**config.mk**
```make
export PLATFORM = sky130hd
export DESIGN_NAME = reg_access_arbiter
export DESIGN_NICKNAME = d
export VERILOG_FILES = /design/src/rtl/reg_arb_pkg.sv /design/src/rtl/rr_picker.sv /design/src/rtl/reg_access_arbiter.sv
export SDC_FILE = /design/constraint.sdc
export NUM_CORES = 1
export LEC_CHECK = 0
export CAP_MARGIN = 30
export CORE_ASPECT_RATIO = 1.25
export CORE_MARGIN = 5
export CORE_UTILIZATION = 45
export CTS_CLUSTER_SIZE = 16
export DETAILED_ROUTE_END_ITERATION = 12
export HOLD_SLACK_MARGIN = 0.15
export MAX_ROUTING_LAYER = met4
export PLACE_DENSITY = 0.86
export SLEW_MARGIN = 20
export SYNTH_ARGS = -nofsm -noshare
export SYNTH_HDL_FRONTEND = slang
export SYNTH_SLANG_ARGS = --single-unit
```
**constraint.sdc**
```tcl
create_clock -name clk -period 5.8 [get_ports clk]
set_input_delay 0.58 -clock clk [delete_from_list [all_inputs] [get_ports clk]]
set_output_delay 0.58 -clock clk [all_outputs]
set_load 0.005 [all_outputs]
```
**src/rtl/reg_arb_pkg.sv**
```systemverilog
// Shared types and default widths for the register-bank access arbiter.
package reg_arb_pkg;

    typedef enum logic [1:0] {
        IDLE   = 2'd0,
        ISSUE  = 2'd1,
        RDWAIT = 2'd2,
        RESP   = 2'd3
    } arb_state_e;

    localparam int         DEF_ADDR_W  = 2;
    localparam int         DEF_DATA_W  = 16;
    // Address 0 is the status/sum register and cannot be written by requesters.
    localparam logic [3:0] DEF_RO_MASK = 4'b0001;

endpackage

```
**src/rtl/rr_picker.sv**
```systemverilog
// Combinational rotating priority encoder: first set request at or after ptr_i,
// wrapping modulo N (N need not be a power of two).
module rr_picker #(
    parameter int N     = 3,
    parameter int IDX_W = 2
) (
    input  logic [N-1:0]     req_i,
    input  logic [IDX_W-1:0] ptr_i,
    output logic [N-1:0]     gnt_o,
    output logic [IDX_W-1:0] idx_o,
    output logic             any_o
);

    localparam logic [IDX_W:0] NUM = (IDX_W+1)'(N);

    always_comb begin
        logic [IDX_W:0]   pos;
        logic [IDX_W-1:0] cand;
        logic             found;
        gnt_o = '0;
        idx_o = '0;
        pos   = '0;
        cand  = '0;
        found = 1'b0;
        for (int k = 0; k < N; k++) begin
            pos = {1'b0, ptr_i} + (IDX_W+1)'(k);
            if (pos >= NUM) pos = pos - NUM;
            cand = pos[IDX_W-1:0];
            if (!found && req_i[cand]) begin
                found       = 1'b1;
                gnt_o[cand] = 1'b1;
                idx_o       = cand;
            end
        end
    end

    assign any_o = |req_i;

endmodule

```
**src/rtl/reg_access_arbiter.sv**
```systemverilog
// Round-robin arbiter serialising NUM_REQ requesters onto a single-port register bank.
// Optional macro REG_ARB_SPI_PRIORITY_EN gives requester 0 (SPI) absolute priority.
module reg_access_arbiter
    import reg_arb_pkg::*;
#(
    parameter int                        NUM_REQ = 3,
    parameter int                        ADDR_W  = DEF_ADDR_W,
    parameter int                        DATA_W  = DEF_DATA_W,
    parameter logic [(1<<ADDR_W)-1:0]    RO_MASK = DEF_RO_MASK
) (
    input  logic                         clk,
    input  logic                         rst_n,
    input  logic [NUM_REQ-1:0]           req_valid,
    input  logic [NUM_REQ-1:0]           req_we,
    input  logic [NUM_REQ*ADDR_W-1:0]    req_addr,
    input  logic [NUM_REQ*DATA_W-1:0]    req_wdata,
    output logic [NUM_REQ-1:0]           req_ready,
    output logic [NUM_REQ-1:0]           rsp_valid,
    output logic                         rsp_err,
    output logic [DATA_W-1:0]            rsp_rdata,
    output logic                         bank_we,
    output logic                         bank_re,
    output logic [ADDR_W-1:0]            bank_addr,
    output logic [DATA_W-1:0]            bank_wdata,
    input  logic [DATA_W-1:0]            bank_rdata
);

    localparam int IDX_W = (NUM_REQ > 1) ? $clog2(NUM_REQ) : 1;

    arb_state_e         state_q, state_d;
    logic [IDX_W-1:0]   rr_ptr_q, rr_ptr_d;
    logic [IDX_W-1:0]   gnt_q;
    logic               we_q;
    logic               err_q;
    logic [ADDR_W-1:0]  addr_q;
    logic [DATA_W-1:0]  wdata_q;
    logic [DATA_W-1:0]  rdata_q;

    logic [ADDR_W-1:0]  addr_arr  [NUM_REQ];
    logic [DATA_W-1:0]  wdata_arr [NUM_REQ];

    for (genvar i = 0; i < NUM_REQ; i++) begin : g_unpack
        assign addr_arr[i]  = req_addr[i*ADDR_W +: ADDR_W];
        assign wdata_arr[i] = req_wdata[i*DATA_W +: DATA_W];
    end

    logic [NUM_REQ-1:0] pick_req, pick_gnt, win_oh;
    logic [IDX_W-1:0]   pick_idx, win_idx;
    logic               pick_any, spi_win, any_req;

`ifdef REG_ARB_SPI_PRIORITY_EN
    assign spi_win  = req_valid[0];
    assign pick_req = {req_valid[NUM_REQ-1:1], 1'b0};
`else
    assign spi_win  = 1'b0;
    assign pick_req = req_valid;
`endif

    rr_picker #(.N(NUM_REQ), .IDX_W(IDX_W)) u_picker (
        .req_i (pick_req),
        .ptr_i (rr_ptr_q),
        .gnt_o (pick_gnt),
        .idx_o (pick_idx),
        .any_o (pick_any)
    );

    assign win_oh  = spi_win ? NUM_REQ'(1) : pick_gnt;
    assign win_idx = spi_win ? '0 : pick_idx;
    assign any_req = spi_win | pick_any;

    always_ff @(posedge clk or negedge rst_n) begin
        if (!rst_n) begin
            state_q  <= IDLE;
            rr_ptr_q <= '0;
        end else begin
            state_q  <= state_d;
            rr_ptr_q <= rr_ptr_d;
        end
    end

    always_comb begin
        state_d  = state_q;
        rr_ptr_d = rr_ptr_q;
        unique case (state_q)
            IDLE:   if (any_req) state_d = ISSUE;
            ISSUE:  state_d = we_q ? RESP : RDWAIT;
            RDWAIT: state_d = RESP;
            RESP: begin
                state_d  = IDLE;
                rr_ptr_d = (gnt_q == IDX_W'(NUM_REQ-1)) ? '0 : gnt_q + IDX_W'(1);
`ifdef REG_ARB_SPI_PRIORITY_EN
                // SPI grants bypass the rotation, so they must not disturb it.
                if (gnt_q == '0) rr_ptr_d = rr_ptr_q;
`endif
            end
            default: state_d = IDLE;
        endcase
    end

    always_comb begin
        req_ready  = '0;
        rsp_valid  = '0;
        rsp_err    = 1'b0;
        bank_we    = 1'b0;
        bank_re    = 1'b0;
        bank_addr  = '0;
        bank_wdata = '0;
        if (state_q == IDLE) begin
            req_ready = win_oh;
        end else begin
            bank_addr  = addr_q;
            bank_wdata = wdata_q;
        end
        if (state_q == ISSUE) begin
            bank_re = ~we_q;
            bank_we = we_q & ~RO_MASK[addr_q];
        end
        if (state_q == RESP) begin
            rsp_valid[gnt_q] = 1'b1;
            rsp_err          = err_q;
        end
    end

    always_ff @(posedge clk or negedge rst_n) begin
        if (!rst_n) begin
            gnt_q   <= '0;
            we_q    <= 1'b0;
            err_q   <= 1'b0;
            addr_q  <= '0;
            wdata_q <= '0;
            rdata_q <= '0;
        end else begin
            unique case (state_q)
                IDLE: if (any_req) begin
                    gnt_q   <= win_idx;
                    we_q    <= req_we[win_idx];
                    addr_q  <= addr_arr[win_idx];
                    wdata_q <= wdata_arr[win_idx];
                    err_q   <= 1'b0;
                end
                ISSUE:   err_q   <= we_q & RO_MASK[addr_q];
                RDWAIT:  rdata_q <= bank_rdata;
                default: ;
            endcase
        end
    end

    assign rsp_rdata = rdata_q;

endmodule

```
After elaboration in Yosys (flattened, before gate mapping)
Cells that the tools add are included.
{ "word_totals": {"wordCells": 101, "mem_bits_ro": 0, "ram_bits": 0, "inputBits": 78, "latch_bits": 0, "ff_bits": 42, "mem_count": 0} }
{ "op_classes": {"magnitude_cmp": 14, "mux": 48, "shifts": 0, "eq_ne": 5, "reduce_logical": 13, "bitwise": 7, "n_div": 0, "n_mul": 0, "n_addsub": 6} }
{ "ops": {"columns": ["op", "n"], "rows": [
  ["2-to-1 mux 16 bit", 3],
  ["binary-select mux 16 bit (select 2 bit)", 1],
  ["2-to-1 mux 2 bit", 11],
  ["less-than comparator 2 x 3 -> 1 bit (second input constant)", 6],
  ["2-to-1 mux 1 bit", 16],
  ["2-to-1 mux 3 bit", 5],
  ["binary-select mux 1 bit (select 2 bit)", 5],
  ["demux 1 bit (select 2 bit)", 4],
  ["greater-or-equal comparator 2 x 1 -> 1 bit (second input constant)", 4],
  ["case mux 2 bit (4 select lines)", 1],
  ["== test 2 bit (second input constant)", 3],
  ["greater-or-equal comparator 3 x 2 -> 1 bit (second input constant)", 2],
  ["logical AND 1 bit", 6],
  ["OR 3 bit", 2],
  ["subtractor 2 bit (second input constant)", 3],
  ["binary-select mux 2 bit (select 2 bit)", 1],
  ["AND reduction 2 bit", 2],
  ["adder 2 x 1 -> 3 bit (second input constant)", 1],
  ["adder 2 x 2 -> 3 bit (second input constant)", 1],
  ["greater-or-equal comparator 3 bit (second input constant)", 1],
  ["NOT 2 -> 3 bit", 1],
  ["OR reduction 3 bit", 1],
  ["adder 2 x 1 -> 2 bit (second input constant)", 1],
  ["AND 1 bit", 2],
  ["other kinds (8)", 10]
]} }

Longest topological paths before layout
Gate-level depths: netlist (run 1).
{ "logic_depth": {"ltp_word": 15, "depth_mapped": 10, "mapped_depth_nobuf": 7} }

Cells and area by module
From an unflattened synthesis (run 1), not the netlist that was laid out.
{ "unflattened": {"cells_unflattened": 262, "area_unflattened_um2": 2596.2} }
{ "by_module_without_submodules": {"columns": ["mod", "area_each_um2", "cells_per_inst", "instances"], "rows": [
  ["reg_access_arbiter", 2324.7, 222, 1],
  ["rr_picker", 271.5, 40, 1]
]} }

Least setup slack after synthesis (run 1)
No wires, ideal clock.
{ "synth_path": {"kind": "reg2out", "startpoint": "register rr_ptr_q[0]", "endpoint": "output req_ready[0]", "arrival_time_ns": 1.698, "stages_incl_launch_ff": 9, "path_slack_ns": 3.522, "required_time_ns": 5.220, "cell_sequence": "dfrtp_1 inv_1 ha_1 buf_4 nor4bb_1 a31oi_1 o32ai_1 a21oi_1 a21oi_1"} }
{ "synth_via": {"elab_chain_len": 12} }
{ "synth_lines": {"columns": ["item", "line_no", "source"], "rows": [
  ["from (decl)", "reg_access_arbiter.sv:31", "logic [IDX_W-1:0] rr_ptr_q, rr_ptr_d;"],
  ["from (signal assigned)", "reg_access_arbiter.sv:77", "rr_ptr_q <= rr_ptr_d;"],
  ["adder 2 x 1 -> 3 bit, or another cell as far along", "rr_picker.sv:26", "pos = {1'b0, ptr_i} + (IDX_W+1)'(k);"],
  ["greater-or-equal comparator 3 x 2 -> 1 bit, or another cell as far along", "rr_picker.sv:27", "if (pos >= NUM) pos = pos - NUM;"],
  ["2-to-1 mux 2 bit, or another cell as far along", "rr_picker.sv:27", null],
  ["less-than comparator 2 x 3 -> 1 bit (implied by the code), or another cell as far along", "rr_picker.sv:31", "gnt_o[cand] = 1'b1;"],
  ["logical AND 1 bit (implied by the code), or another cell as far along", "rr_picker.sv:31", null],
  ["2-to-1 mux 1 bit (implied by the code), or another cell as far along", "rr_picker.sv:31", null],
  ["demux 1 bit (select 2 bit), or another cell as far along", null, null],
  ["OR 3 bit (no source line) or 2-to-1 mux 1 bit (tied branches)", null, null],
  ["2-to-1 mux 3 bit or zero test 1 bit (tied branches)", "rr_picker.sv:29", "if (!found && req_i[cand]) begin"],
  ["OR 3 bit (no source line) or logical AND 1 bit (tied branches)", null, null],
  ["2-to-1 mux 3 bit (*)", "rr_picker.sv:29", null],
  ["2-to-1 mux 3 bit (*)", "reg_access_arbiter.sv:108", "if (state_q == IDLE) begin"],
  ["to (decl)", "reg_access_arbiter.sv:17", "output logic [NUM_REQ-1:0] req_ready,"]
]} }
Mark *: on every way between the ends. The rest lies on a longest branch, timed or not. The select of a mux whose other input is x is not followed.

Worst setup path in the final report (run 1)
{ "layout_path": {"startpoint": "register state_q[0]", "endpoint": "register wdata_q[3]"} }
{ "layout_via": {"elab_chain_len": 2} }
{ "layout_lines": {"columns": ["item", "line_no", "source"], "rows": [
  ["from (decl)", "reg_access_arbiter.sv:30", "arb_state_e state_q, state_d;"],
  ["from (signal assigned)", "reg_access_arbiter.sv:76", "state_q <= state_d;"],
  ["zero test 2 bit", "reg_access_arbiter.sv:133", "unique case (state_q)"],
  ["AND reduction 2 bit (no source line)", null, null],
  ["to (signal assigned)", "reg_access_arbiter.sv:138", "wdata_q <= wdata_arr[win_idx];"],
  ["to (decl)", "reg_access_arbiter.sv:36", "logic [DATA_W-1:0] wdata_q;"]
]} }
Every way passes these cells.
A chain may end at the register's enable or synchronous reset.

==> out/summary.txt, run 1 <==
Clock power share -> 0.115
CTS Buf Count -> 5
Fmax -> 294 MHz
CP startpoint kind -> flop
Ys flop type -> dfrtp_1
Layout cells sized above 1 -> 0.116
Area grow syn2layout -> 49.3%
Die H -> 95.6 microns
Die area -> 0.00750 sq mm
Final Power -> 1.98 mW
Post-route setup TNS -> 0 ns
Cts repair resizes -> 0
Final worst slack -> 2.40 ns
Worst Max-Slew Pin Slew -> 0.959 ns
Final net count -> 456
Post-synth top cells -> 42 x dfrtp_1, 29 x nor2_1, 27 x inv_1, 24 x nor2b_1, 22 x mux2i_1
Pins over their slew limit -> 0
Hold crit path type -> in -> async
Post-synthesis sequential area ratio -> 0.399
Crit path time final -> 3.40 ns
Status -> completed
Combinational power share -> 0.621
Avg Inst Size Synth -> 10.3 sq um
I/O pins -> 121
MaxCap Viol Count -> 0
Vias in the first global route -> 2354
Worst-skew pair later-pin latency -> 0.29 ns
Sw Share -> 0.363
Non-filler cells, final -> 437
Synth top area share -> 0.399
Input/output buffers -> 120
Crit Path Category -> reg -> reg
Leakage -> 1.70 nW
Worst vdd rail ir drop -> 0.000284 V
Total congestion overflow -> 0
Cell variety after synth -> 41
Antenna cells -> 0
Cell taking the most area after synthesis -> dfrtp_1
Worst Clk Skew -> 0.00654 ns
CTS tree -> done
Critical Path Sink Type -> flop
First-pass GRT wire length -> 10800 microns
Clock buffer depth -> 2
RD Place Congestion -> 0.893
Sink Count -> 42
Yosys warnings -> 0
Starting Density -> 0.459
CP required -> 5.92 ns
DRC violations left -> 0
Via Count -> 2297
Setup WS pre-CTS -> 2.23 ns
Setup Fix Bufs, Post-CTS -> 0
Routed len/inst -> 15.5 microns
Synth async-reset ratio -> 1.00
Synth Cell Area -> 0.00264 sq mm
Core Area -> 0.00574 sq mm
Total track usage -> 0.187
Post-Route WL -> 6760 microns
Slew margin rel. -> 0.361
Initial antenna violation count -> 0
Most instantiated library cell after synthesis -> dfrtp_1
Hold Violations, Final -> 0
Final ANT Viol Nets -> 0
CTS clock-pin slew for the worst setup and hold paths -> 0.08 ns
Top post-synthesis cells by area -> dfrtp_1 40%, mux2i_1 8.4%, mux2_2 6.8%
Row count -> 31
Post-Syn Instances -> 257
Mean number of vias per cell -> 5.26
Root Buffer -> clkbuf_8
H-tree Lvls -> 2
Final Cycle Share -> 0.586
Pin count of the biggest net entering global routing -> 43
Post-detail-place hpwl -> 5300 microns
NetSw -> 717 uW
Minimum hold slack -> 0.208 ns
Placed cell count -> 428
Flop2flop setup slack -> 2.40 ns
Sequential share of power -> 0.264
Drt pass-1 iters -> 6
CP max FO -> 27
Die W -> 78.4 microns
Yosys reg bits -> 42
Number of flops mapped to enable cells by yosys -> 0
Drt initial violations -> 66
Pwr dens -> 502 mW/mm^2
# setup viols final -> 0
Syn nets -> 343
Crit path arrival time -> 3.52 ns
RSZ-0062 raised after global routing -> false
Pint -> 1.26 mW
Hold-fix buffers at CTS -> 0
[cell type report]
cell class              instances  area [sq um]
flip-flops and latches         42          1050
repair buffers                123          1240
multi-input cells             171          1350
fillers                       440          1810
clock buffers                   7          76.3
inverters                      27           101
clock inverters                 1          30.0
well taps                      66          82.6
[cells in the final DEF (no fill, tap or decap), types with 8 or more instances in the layout]
| cell | instances |
|---|---|
| mux2i_1 | 22 |
| a221oi_2 | 11 |
| nor2_1 | 28 |
| ha_1 | 8 |
| nand2_1 | 10 |
| a221oi_1 | 8 |
| mux2_2 | 16 |
| dfrtp_1 | 42 |
| nor2b_1 | 23 |
| clkdlybuf4s50_1 | 119 |
| inv_1 | 27 |
[per-layer routing]
metal | part of all wire | track usage | up-vias
li1 | - | - | 1116
met1 | 0.41 | 0.220 | 1083
met2 | 0.52 | 0.328 | 88
met3 | 0.053 | 0.0321 | 10
met4 | 0.020 | 0.0554 | 0
met5 | 0 | - | -
[critical path, cell delays in order, from the launching register on]
cell	delay, ns
dfrtp_1	0.42
inv_1	0.11
ha_1	0.73
nor2b_2	0.87
and2_1	0.87
a221oi_1	0.23
[power by group through the flow]
stage                     clock network (mW)  registers (mW)  logic (mW)
after CTS                              0.232           0.524        1.24
after detailed placement                   0           0.529        1.23
after floorplan                            0           0.517       0.754
after global placement                     0           0.519        1.21
after global routing                   0.246           0.545        1.33
final                                  0.226           0.522        1.23
[cells by family after synthesis]
group | share of synthesized area
muxes | 0.158
adders and majority gates | 0.0380
and+or+nand+nor | 0.150
buffers and inverters | 0.0893
AOI/OAI and AO/OA | 0.167
DFF | 0.399
[state kept, by name, summed over array words and instances (netlist names)]
| name | count |
|---|---|
| wdata_q | 16 |
| rsp_rdata | 16 |
| gnt_q | 2 |
| rr_ptr_q | 2 |
| we_q | 1 |
| addr_q | 2 |
| state_q | 2 |
| err_q | 1 |
[worst paths after layout]
kind                                            end  cells past startpoint              startpoint
max in group asynchronous    wdata_q[8]$_DFFE_PN0P_                      2                   rst_n
min in group clk                  err_q$_DFFE_PN0P_                      2       err_q$_DFFE_PN0P_
max reg2reg                  wdata_q[3]$_DFFE_PN0P_                      5  state_q[0]$_DFFE_PN0P_
min reg2reg                       err_q$_DFFE_PN0P_                      2       err_q$_DFFE_PN0P_
min                        rsp_rdata[2]$_DFFE_PN0N_                      1                   rst_n
max                          wdata_q[3]$_DFFE_PN0P_                      5  state_q[0]$_DFFE_PN0P_
[per-stage QoR]
stage                util  instance area, sq um
detailed placement  0.663                  3810
global route        0.685                  3930
floorplan               -                  2640
finish              0.685                  3930
global placement    0.661                  3790
CTS                 0.682                  3910
Note: power is estimated with default switching activity, not from simulation.
==> inputs of run 2 (changes only) <==
Settings changed: CORE_UTILIZATION 45 to 38, PLACE_DENSITY 0.86 to 0.78.
Clock period 5.8 ns to 3.1 ns, I/O delays scaled along.
==> out/summary.txt, run 2 (same netlist as run 1, synthesis figures left out) <==
Status -> completed
# setup viols final -> 0
Worst path top cell family by delay -> buffers and inverters
CP required -> 2.79 ns
Layout cells sized above 1 -> 0.138
Hold Path Cell Cnt -> 2
Final Cycle Share -> 0.946
MaxCap Viol Count -> 0
Clock buffer depth -> 2
Worst-skew pair later-pin latency -> 0.29 ns
Post-detail-place hpwl -> 5550 microns
Total track usage -> 0.169
Crit path arrival time -> 2.62 ns
Placed cell count -> 456
CP max FO -> 12
RSZ-0062 raised after global routing -> false
Cell depth of the worst setup path -> 8
Critical-path cell list -> inv_1 -> ha_2 -> nor4bb_2 -> a31oi_1 -> o32ai_2 -> a21oi_1 -> a21oi_1 -> clkdlybuf4s50_1
Flop2flop setup slack -> 0.76 ns
Slew margin rel. -> 0.521
Worst Max-Slew Pin Slew -> 0.719 ns
Setup Fix Bufs, Post-CTS -> 0
Worst Clk Skew -> 0.00384 ns
Drt pass-1 iters -> 4
DRC violations left -> 0
H-tree Lvls -> 2
Post-route setup TNS -> 0 ns
Input/output buffers -> 120
Core Area -> 0.00685 sq mm
Crit Path Category -> reg -> out
GR met2 Demand/Resource -> 0.288
GRT busiest layer -> met2
CTS tree -> done
R2R depth -> 8
Setup WS pre-CTS -> 0.352 ns
Root Buffer -> clkbuf_8
Pwr dens -> 924 mW/mm^2
CTS Buf Count -> 5
Met1 Usage GRT -> 0.198
I/O pins -> 121
Minimum hold slack -> 0.506 ns
Hold crit path type -> reg -> reg
Starting Density -> 0.385
Mean number of vias per cell -> 5.00
Critical Path Sink Type -> primary output
Final ANT Viol Nets -> 0
Row count -> 34
Initial antenna violation count -> 0
CP startpoint kind -> flop
Total congestion overflow -> 0
Fmax -> 341 MHz
Vias in the first global route -> 2433
Post-Route WL -> 7160 microns
Routed len/inst -> 15.4 microns
RD Place Congestion -> 0.860
Worst vdd rail ir drop -> 0.000402 V
Sink Count -> 42
Die H -> 103 microns
Drt initial violations -> 67
Pin count of the biggest net entering global routing -> 43
CTS clock-pin slew for the worst setup and hold paths -> 0.08 ns
WP buf/inv -> 2
Non-filler cells, final -> 466
Die W -> 84.5 microns
R2r startpoint -> rr_ptr_q[0]$_DFFE_PN0P_
Final worst slack -> 0.166 ns
Slowest-stage cell, CP -> clkdlybuf4s50_1
Antenna cells -> 0
Via Count -> 2328
Die area -> 0.00871 sq mm
Leakage -> 1.73 nW
First-pass GRT wire length -> 11600 microns
Area grow syn2layout -> 52.4%
Crit path time final -> 2.93 ns
Worst r2r dst -> addr_q[1]$_DFFE_PN0P_
Routing usage on met3 -> 0.0384
Pins over their slew limit -> 0
Hold Violations, Final -> 0
Crit path from -> rr_ptr_q[0]$_DFFE_PN0P_
Commonest cells after routing, fill and taps aside -> 119 x clkdlybuf4s50_1, 42 x dfrtp_1, 28 x nor2_1
Setup crit end -> req_ready[0]
Crit-path most repeated cell -> a21oi_1
Commonest non-fill, non-tap cell in the layout -> clkdlybuf4s50_1
Final net count -> 461
CP peak stage delay -> 0.52 ns
run 2: per-stage QoR:
stage / power [mW] / area [sq um] / util
4_1_cts: 3.72 / 3960 / 0.578
3_3_place_gp: 3.27 / 3850 / 0.562
3_5_place_dp: 3.35 / 3870 / 0.565
5_1_grt: 4.01 / 4020 / 0.586
2_1_floorplan: 2.38 / 2640 / -
6_report: 3.71 / 4020 / 0.586
run 2: final cells by class:
cell class / instances / area (sq um)
clock buffer: 7 / 86.3
clock inverter: 1 / 5.00
inverter: 27 / 101
timing repair buffer: 128 / 1290
fill: 584 / 2830
multi-input combinational: 171 / 1370
tap: 90 / 113
sequential: 42 / 1050
run 2: worst reg2reg max path, cell delays in order (launching register included):
cell      delay (ns)
dfrtp_1         0.41
inv_1           0.11
ha_2            0.38
nor2b_1         0.19
a22oi_1         0.18
o21ai_1         0.11
nor2_2          0.50
buf_8           0.24
a221oi_1        0.09
run 2: worst min-delay path by stage:
stage / start / endpoint
4_1_cts: rst_n / rsp_rdata[3]$_DFFE_PN0N_
6_report: err_q$_DFFE_PN0P_ / err_q$_DFFE_PN0P_
5_1_grt: rsp_rdata[12]$_DFFE_PN0N_ / rsp_rdata[12]$_DFFE_PN0N_
3_5_place_dp: err_q$_DFFE_PN0P_ / err_q$_DFFE_PN0P_
2_1_floorplan: rst_n / addr_q[0]$_DFFE_PN0P_
3_3_place_gp: err_q$_DFFE_PN0P_ / err_q$_DFFE_PN0P_
run 2: where the power goes:
part           internal, mW  switching, mW  leakage (nW)
Combinational          1.33           1.03          1.20
Sequential            0.825          0.161         0.484
Clock                 0.180          0.182        0.0482
Total                  2.33           1.38          1.73
run 2: metal layers:
layer / vias up / part of all wire
met3: 10 / 0.061
met2: 80 / 0.53
li1: 1122 / -
met4: 0 / 0.015
met5: - / 0
met1: 1116 / 0.40
run 2: what timing repair did:
action / in CTS / in global routing
hold buffers: 0 / 1
resized for setup: 0 / 4
hold endpoints to repair: 0 / 18
setup endpoints to repair: 0 / 3
